`src/rtl/prng_mask_gen.sv`:
```
// prng_mask_gen: LFSR mask-word generator (in: clk, rst, en, seed_load, seed_in, mask_ready; out: mask_data, mask_valid, state_o)
module prng_mask_gen #(
  parameter int WIDTH = 4,
  parameter logic [WIDTH-1:0] TAPS = 4'b1100,
  parameter logic [WIDTH-1:0] SEED = 4'b0001,
  parameter int OUT_W = 4
) (
  input  logic             clk,
  input  logic             rst,
  input  logic             en,
  input  logic             seed_load,
  input  logic [WIDTH-1:0] seed_in,
  output logic [OUT_W-1:0] mask_data,
  output logic             mask_valid,
  input  logic             mask_ready,
  output logic [WIDTH-1:0] state_o
);
  localparam int CW = $clog2(OUT_W + 1);
  logic [WIDTH-1:0] state_q, state_d;
  logic [OUT_W-1:0] col_q, col_d, data_q, data_d;
  logic [CW-1:0] cnt_q, cnt_d;
  logic valid_q, valid_d, fb, col_full, transfer, step;
  always_comb begin
    fb = ^(state_q & TAPS);
    col_full = cnt_q == CW'(OUT_W);
    transfer = col_full & (~valid_q | mask_ready);
    step = en & ~seed_load & (~col_full | transfer);
    state_d = seed_load ? (seed_in == '0 ? SEED : seed_in) : step ? ((state_q << 1) | WIDTH'(fb)) : state_q;
    col_d = seed_load ? '0 : step ? ((col_q << 1) | OUT_W'(fb)) : col_q;
    cnt_d = seed_load ? '0 : transfer ? CW'(step) : cnt_q + CW'(step);
    data_d = (~seed_load & transfer) ? col_q : data_q;
    valid_d = ~seed_load & (transfer | (valid_q & ~mask_ready));
  end
  always_ff @(posedge clk) begin
    if (rst) begin
      state_q <= SEED;
      col_q <= '0;
      cnt_q <= '0;
      data_q <= '0;
      valid_q <= 1'b0;
    end else begin
      state_q <= state_d;
      col_q <= col_d;
      cnt_q <= cnt_d;
      data_q <= data_d;
      valid_q <= valid_d;
    end
  end
  assign mask_data = data_q;
  assign mask_valid = valid_q;
  assign state_o = state_q;
endmodule

```
`config.mk`:
```
export PLATFORM = sky130hd
export DESIGN_NAME = prng_mask_gen
export DESIGN_NICKNAME = d
export VERILOG_FILES = /design/src/rtl/prng_mask_gen.sv
export SDC_FILE = /design/constraint.sdc
export NUM_CORES = 1
export LEC_CHECK = 0
export CAP_MARGIN = 10
export CORE_MARGIN = 3
export CORE_UTILIZATION = 48
export DETAILED_ROUTE_END_ITERATION = 16
export PLACE_DENSITY = 0.8
export SLEW_MARGIN = 20
export SYNTH_ARGS = -nofsm -noshare
export SYNTH_HDL_FRONTEND = slang
export SYNTH_SLANG_ARGS = --single-unit
```
`constraint.sdc`:
```
create_clock -name clk -period 2.5 [get_ports clk]
set_clock_uncertainty 0.05 [all_clocks]
set_input_delay 0.375 -clock clk [delete_from_list [all_inputs] [get_ports clk]]
set_output_delay 0.375 -clock clk [all_outputs]
set_load 0.05 [all_outputs]
```
==> results of run 1 <==
==> routing by layer <==
metal  vias up  share of wire
li1        352              -
met1       348           0.46
met2        11           0.50
met3         2          0.029
met4         0          0.010
met5         -              0
==> cell families after synthesis <==
logic type | Yosys count | synth area share
AND/OR/NAND/NOR | 23 | 0.1713
AO/OA/AOI/OAI | 27 | 0.2859
flip-flops | 16 | 0.3914
XOR/XNOR | 2 | 0.02141
adder cells (fa/ha/maj) | 2 | 0.03058
multiplexers | 3 | 0.03670
buffers and inverters | 11 | 0.06268
==> layout by cell type, fill, tap and decap left out, drive strengths merged, types with 2 or more instances in the layout <==
master / instances
nor2: 5
nand4: 5
o211ai: 3
clkbuf: 4
nor3b: 2
dfxtp: 16
ha: 2
o31ai: 4
a21oi: 9
clkdlybuf4s50: 17
inv: 4
buf: 4
a2111oi: 3
nand2: 4
o311a: 2
nand3: 2
o21ai: 2
mux2i: 3
==> worst max path at each step <==
stage                from  endpoint  cells past startpoint
2_1_floorplan  mask_valid  cnt_q[2]                      7
3_3_place_gp   mask_ready  cnt_q[2]                      8
3_5_place_dp   mask_ready  cnt_q[2]                      8
4_1_cts          cnt_q[1]  cnt_q[2]                      7
5_1_grt          cnt_q[2]  cnt_q[2]                      7
6_report         cnt_q[2]  cnt_q[2]                      7
==> registers in the layout, indices dropped and copies added, names as in the netlist <==
name        cells
cnt_q           3
col_q           4
mask_data       4
mask_valid      1
state_o         4
==> per-stage QoR <==
stage | instances | hold WS (ns) | util | power [mW]
floorplan | 84 | 0.3885 | - | 0.3273
global placement | 114 | 0.4081 | 0.6429 | 0.3581
detailed placement | 114 | 0.4078 | 0.6429 | 0.3597
CTS | 118 | 0.4251 | 0.6661 | 0.5306
global route | 118 | 0.4490 | 0.6661 | 0.5513
finish | 118 | 0.4247 | 0.6661 | 0.5295
==> final cells by class <==
| cell class | count | area [um^2] |
|---|---|---|
| timing repair buffer | 21 | 200.2 |
| tap | 16 | 20.02 |
| clock buffer | 4 | 36.28 |
| fill | 136 | 520.5 |
| inverter | 4 | 15.01 |
| multi-input combinational | 57 | 446.7 |
| sequential | 16 | 320.3 |
==> power breakdown <==
part	switching (mW)	internal, mW	leakage (nW)
clock network	0.0862	0.0887	0.0210
logic	0.0493	0.0368	0.234
registers	0.00651	0.262	0.130
total	0.142	0.388	0.386
==> worst min-delay path, delay by kind of cell, from the launching register on <==
| kind | cells | cell delay, ns |
|---|---|---|
| muxes | 1 | 0.06 |
| and+or+nand+nor | 1 | 0.05 |
| DFF | 1 | 0.33 |
==> results_dict.tcl, run 1 <==
set metrics [dict create \
    status "finished clean" \
    final_nets 114 \
    endpoint_kind "flip-flop" \
    core.rowCount 14 \
    gr-total-overflow 0 \
    start_util 0.5249 \
    busiest_layer "met2" \
    avgSynthCellArea_um2 9.741 \
    cts_buffer_depth 2 \
    design_area_mm2 0.001039 \
    grt_setup_unrepaired "no" \
    slowest_delay_ns 0.49 \
    wl_per_cell_um 15.50 \
    finalSetupTns_ns 0 \
    start_kind "flip-flop" \
    vdd_drop_max_uv 343.8 \
    fin_ws_ns 0.5235 \
    hold_start "col_q[3]" \
    die_x_um 47.29 \
    antenna_found_initial 0 \
    setup_violations 0 \
    cap_viol_max_count 0 \
    rr_startpoint "cnt_q[2]" \
    period_needed_ns 1.977 \
    synth_edf_count 0 \
    synthArstFlopShare 0 \
    whs_endpoint "col_q[3]" \
    hold_buffers 0 \
    cts_tree "built" \
    slew-limit-headroom 0.6359 \
    cts.reportedPaths.clkPinSlew_ns 0.10 \
    synth_top_area_share 0.3914 \
    postPlaceCellArea_mm2 0.001002 \
    critPathMaxFanout 12 \
    drtIter0Drc 14 \
    crit_family "simple AND/OR/NAND/NOR gates" \
    yosysMostFrequentCell "dfxtp_1" \
    dieArea_mm2 0.002236 \
    drive_gt1_frac 0.1961 \
    min_path_type "reg2reg" \
    holdPathStages 2 \
    yosysUniqueCellTypes 35 \
    post-place-ws_ns 0.4087 \
    arrival_ns 2.13 \
    antenna_cells 0 \
    finalWirelength_mm 1.829 \
    grt_pass1_wl_mm 3.029 \
    yosys.area.top_type "dfxtp_1" \
    finalWeightedCongestion 0.7943 \
    ys_dominant_reg_cell "dfxtp_1" \
    clkLatencyLatePin_ns 0.29 \
    vias_per_cell 6.042 \
    synth_common_cells "16 x dfxtp_1, 8 x a21oi_1, 5 x nand4_1, 5 x nor2_1" \
    path_cells "or3b_4 -> o21ai_2 -> nor2_1 -> ha_1 -> ha_1 -> xnor2_1 -> a211oi_1" \
    post-route-period-util 0.7906 \
    numCtsBuffers 3 \
    place_hpwl_mm 1.343 \
    grt.total_usage 0.1887 \
    cts.sinks 16 \
    ant_nets 0 \
    yosysWarningCount 0 \
    syn_inst 84 \
    grt_max_degree 16 \
    syn_area_um2 818.3 \
    io_buffers 17 \
    slew_viol_final 0 \
    worstPathRequired_ns 2.66 \
    hold_viol 0 \
    grtUsageMet3 0.03448 \
    tightest_slew_ns 0.5445 \
    ys_seq_area_frac 0.3914 \
    drc_errors 0 \
    post_cts_resized 0 \
    crit_top_cell "ha_1" \
    use_met1 0.2609 \
    clockRootBuffer "clkbuf_4" \
    power_density_mw_per_mm2 509.9 \
    vias 713 \
    worstReg2RegEnd "cnt_q[2]" \
    htree_levels 1 \
    reg2reg_setup_slack_ns 0.52 \
    use_met2 0.2995 \
    die_h_um 47.29 \
    synth_fp_nets 95 \
    critPathBufInv 0 \
    path_class "reg2reg" \
    io_pins 18 \
    synth_area_leaders "dfxtp_1 39%, o31ai_2 6.1%, a21oi_1 4.9%" \
    area_growth_pct 26.91 \
    postCtsSetupBuffers 0 \
    core_mm2 0.001559 \
    crit_slowest_cell "or3b_4" \
    ys_ff_latch 16 \
    first_global_vias 689 \
    drt-pass1-iter-count 4 \
    reg2regPathDepth 7 \
    fmax_mhz 505.9 \
    p_leak_nw 0.3856 \
]
Note: power is estimated with default switching activity, not from simulation.
==> inputs of run 2 (changes only) <==
Settings changed: CORE_UTILIZATION 48 to 43, PLACE_DENSITY 0.8 to 0.76.
Clock period 2.5 ns to 1.7 ns, I/O delays scaled along.
==> run 2 against run 1 <==
Compared with the run above:
- the flow now finishes with violations (setup timing)
- routed wire length up 2.6%
- clock power rose by 46%
- power rose by 48%
- design area rose by 7.6%
- critical path type unchanged
- flip-flop and latch count stayed put
- highest routed layer unchanged
- fmax is 12% higher
==> results_dict.tcl, run 2 (same netlist as run 1, synthesis figures left out) <==
set metrics [dict create \
    tightest_slew_ns 0.3774 \
    clock_power_share 0.327 \
    vdd_drop_max_uv 549.9 \
    clkLatencyLatePin_ns 0.30 \
    hold_viol 0 \
    switchingPower_uw 207.9 \
    slew-limit-headroom 0.7419 \
    postPlaceCellArea_mm2 0.001075 \
    cts.reportedPaths.clkPinSlew_ns 0.09 \
    design_area_mm2 0.001117 \
    grt.total_usage 0.1658 \
    grt_pass1_wl_mm 3.118 \
    core_mm2 0.001764 \
    core.rowCount 15 \
    fin_util 0.6333 \
    finalSetupTns_ns -0.06428 \
    mostFrequentLayoutCells "23 x buf_4, 14 x dfxtp_1, 8 x a21oi_1, 8 x clkdlybuf4s50_1" \
    dieArea_mm2 0.002463 \
    drive_gt1_frac 0.3750 \
    total_power_uw 783.1 \
    antenna_found_initial 0 \
    setup_violations 1 \
    post-place-cells 133 \
    reg2regPathDepth 7 \
    final_common_cell "buf_4" \
    finalNonFillerCells 137 \
    post-place-ws_ns -0.3192 \
    vias 753 \
    rr_startpoint "cnt_q[1]" \
    cp-startpoint "cnt_q[1]" \
    switching_share 0.2655 \
    endpoint_kind "flip-flop" \
    fmax_mhz 566.8 \
    arrival_ns 1.90 \
    min_path_type "reg2reg" \
    grt_setup_unrepaired "yes" \
    clockRootBuffer "clkbuf_4" \
    p_int_uw 575.2 \
    finalWeightedCongestion 0.7803 \
    reg2reg_setup_slack_ns -0.06 \
    use_met1 0.1959 \
    slew_viol_final 0 \
    grtUsageMet3 0.04532 \
    grt_max_degree 12 \
    die_x_um 49.63 \
    power_density_mw_per_mm2 700.9 \
    critPathMaxFanout 2 \
    final_nets 124 \
    worstReg2RegEnd "cnt_q[2]" \
    htree_levels 1 \
    drc_errors 0 \
    die_h_um 49.63 \
    drtIter0Drc 10 \
    busiest_layer "met2" \
    pwr-share-comb 0.171 \
    io_buffers 17 \
    cts.sinks 16 \
    post-route-period-util 1.038 \
    start_kind "flip-flop" \
    hold_buffers 0 \
    drt-pass1-iter-count 4 \
    place_hpwl_mm 1.436 \
    io_pins 18 \
    path_class "reg2reg" \
    fin_ws_ns -0.06428 \
    hold_ws_ns 0.4317 \
    gr-total-overflow 0 \
    p_leak_nw 0.4536 \
    period_needed_ns 1.764 \
    cap_viol_max_count 0 \
    cts_buffer_depth 2 \
    wl_per_cell_um 13.70 \
    hold_start "col_q[2]" \
    cts_tree "built" \
    finalWirelength_mm 1.877 \
    area_growth_pct 36.54 \
    use_met2 0.2797 \
    antenna_cells 0 \
    vias_per_cell 5.496 \
    violations "setup timing" \
    status "finished, violations left" \
    crit_path_end "cnt_q[2]" \
    worstPathRequired_ns 1.83 \
    start_util 0.4638 \
    ant_nets 0 \
    fill_cells 163 \
    pwr-share-seq 0.503 \
    numCtsBuffers 3 \
    first_global_vias 719 \
]
run 2: cell types whose count changed in the layout (fill, tap and decap cells not counted):
| cell | change |
|---|---|
| o21ai_2 | -1 |
| clkdlybuf4s50_1 | -9 |
| o21ai_4 | +1 |
| buf_4 | +19 |
| a211oi_1 | -1 |
| a211oi_2 | +1 |
| dfxtp_2 | +2 |
| dfxtp_1 | -2 |
run 2: final cells by class:
class,count,area (um^2),share of cell area
Multi-Input combinational cell,57,459.2,0.4110
Inverter,4,15.01,0.01344
Sequential cell,16,322.8,0.2889
Tap cell,25,31.28,0.02800
Clock buffer,4,36.28,0.03247
Timing Repair Buffer,31,252.7,0.2262
run 2: worst min path at each step:
stage                   end  slack, ns  cells after the start
6_report       mask_data[2]       0.43                      2
5_1_grt        mask_data[2]       0.45                      2
4_1_cts        mask_data[3]       0.43                      2
3_5_place_dp   mask_data[2]       0.42                      2
3_3_place_gp       col_q[3]       0.40                      2
2_1_floorplan    state_o[0]       0.36                      2
run 2: per-layer routing:
layer / wire (um) / vias to the layer above / share of wire
met3: 104 / 2 / 0.055
met4: 23 / 0 / 0.012
met5: 0 / - / 0
li1: - / 375 / -
met1: 810 / 355 / 0.43
met2: 940 / 21 / 0.50
run 2: worst max-delay path, cell delays in order, from the launching register on:
cell      delay (ns)
dfxtp_1         0.32
or3b_4          0.41
o21ai_4         0.14
nor2_1          0.06
ha_1            0.18
ha_1            0.19
xnor2_1         0.23
a211oi_2        0.06
run 2: power by group through the flow:
stage | clock network, mW | registers (mW) | logic [mW]
global placement | 0 | 0.402 | 0.132
finish | 0.256 | 0.394 | 0.134
global route | 0.279 | 0.395 | 0.143
floorplan | 0 | 0.430 | 0.0525
detailed placement | 0 | 0.403 | 0.133
CTS | 0.264 | 0.394 | 0.133
run 2: repair_timing:
action	CTS	global route
resized for setup	1	1
setup buffers	0	0
endpoints found under the setup margin	1	2
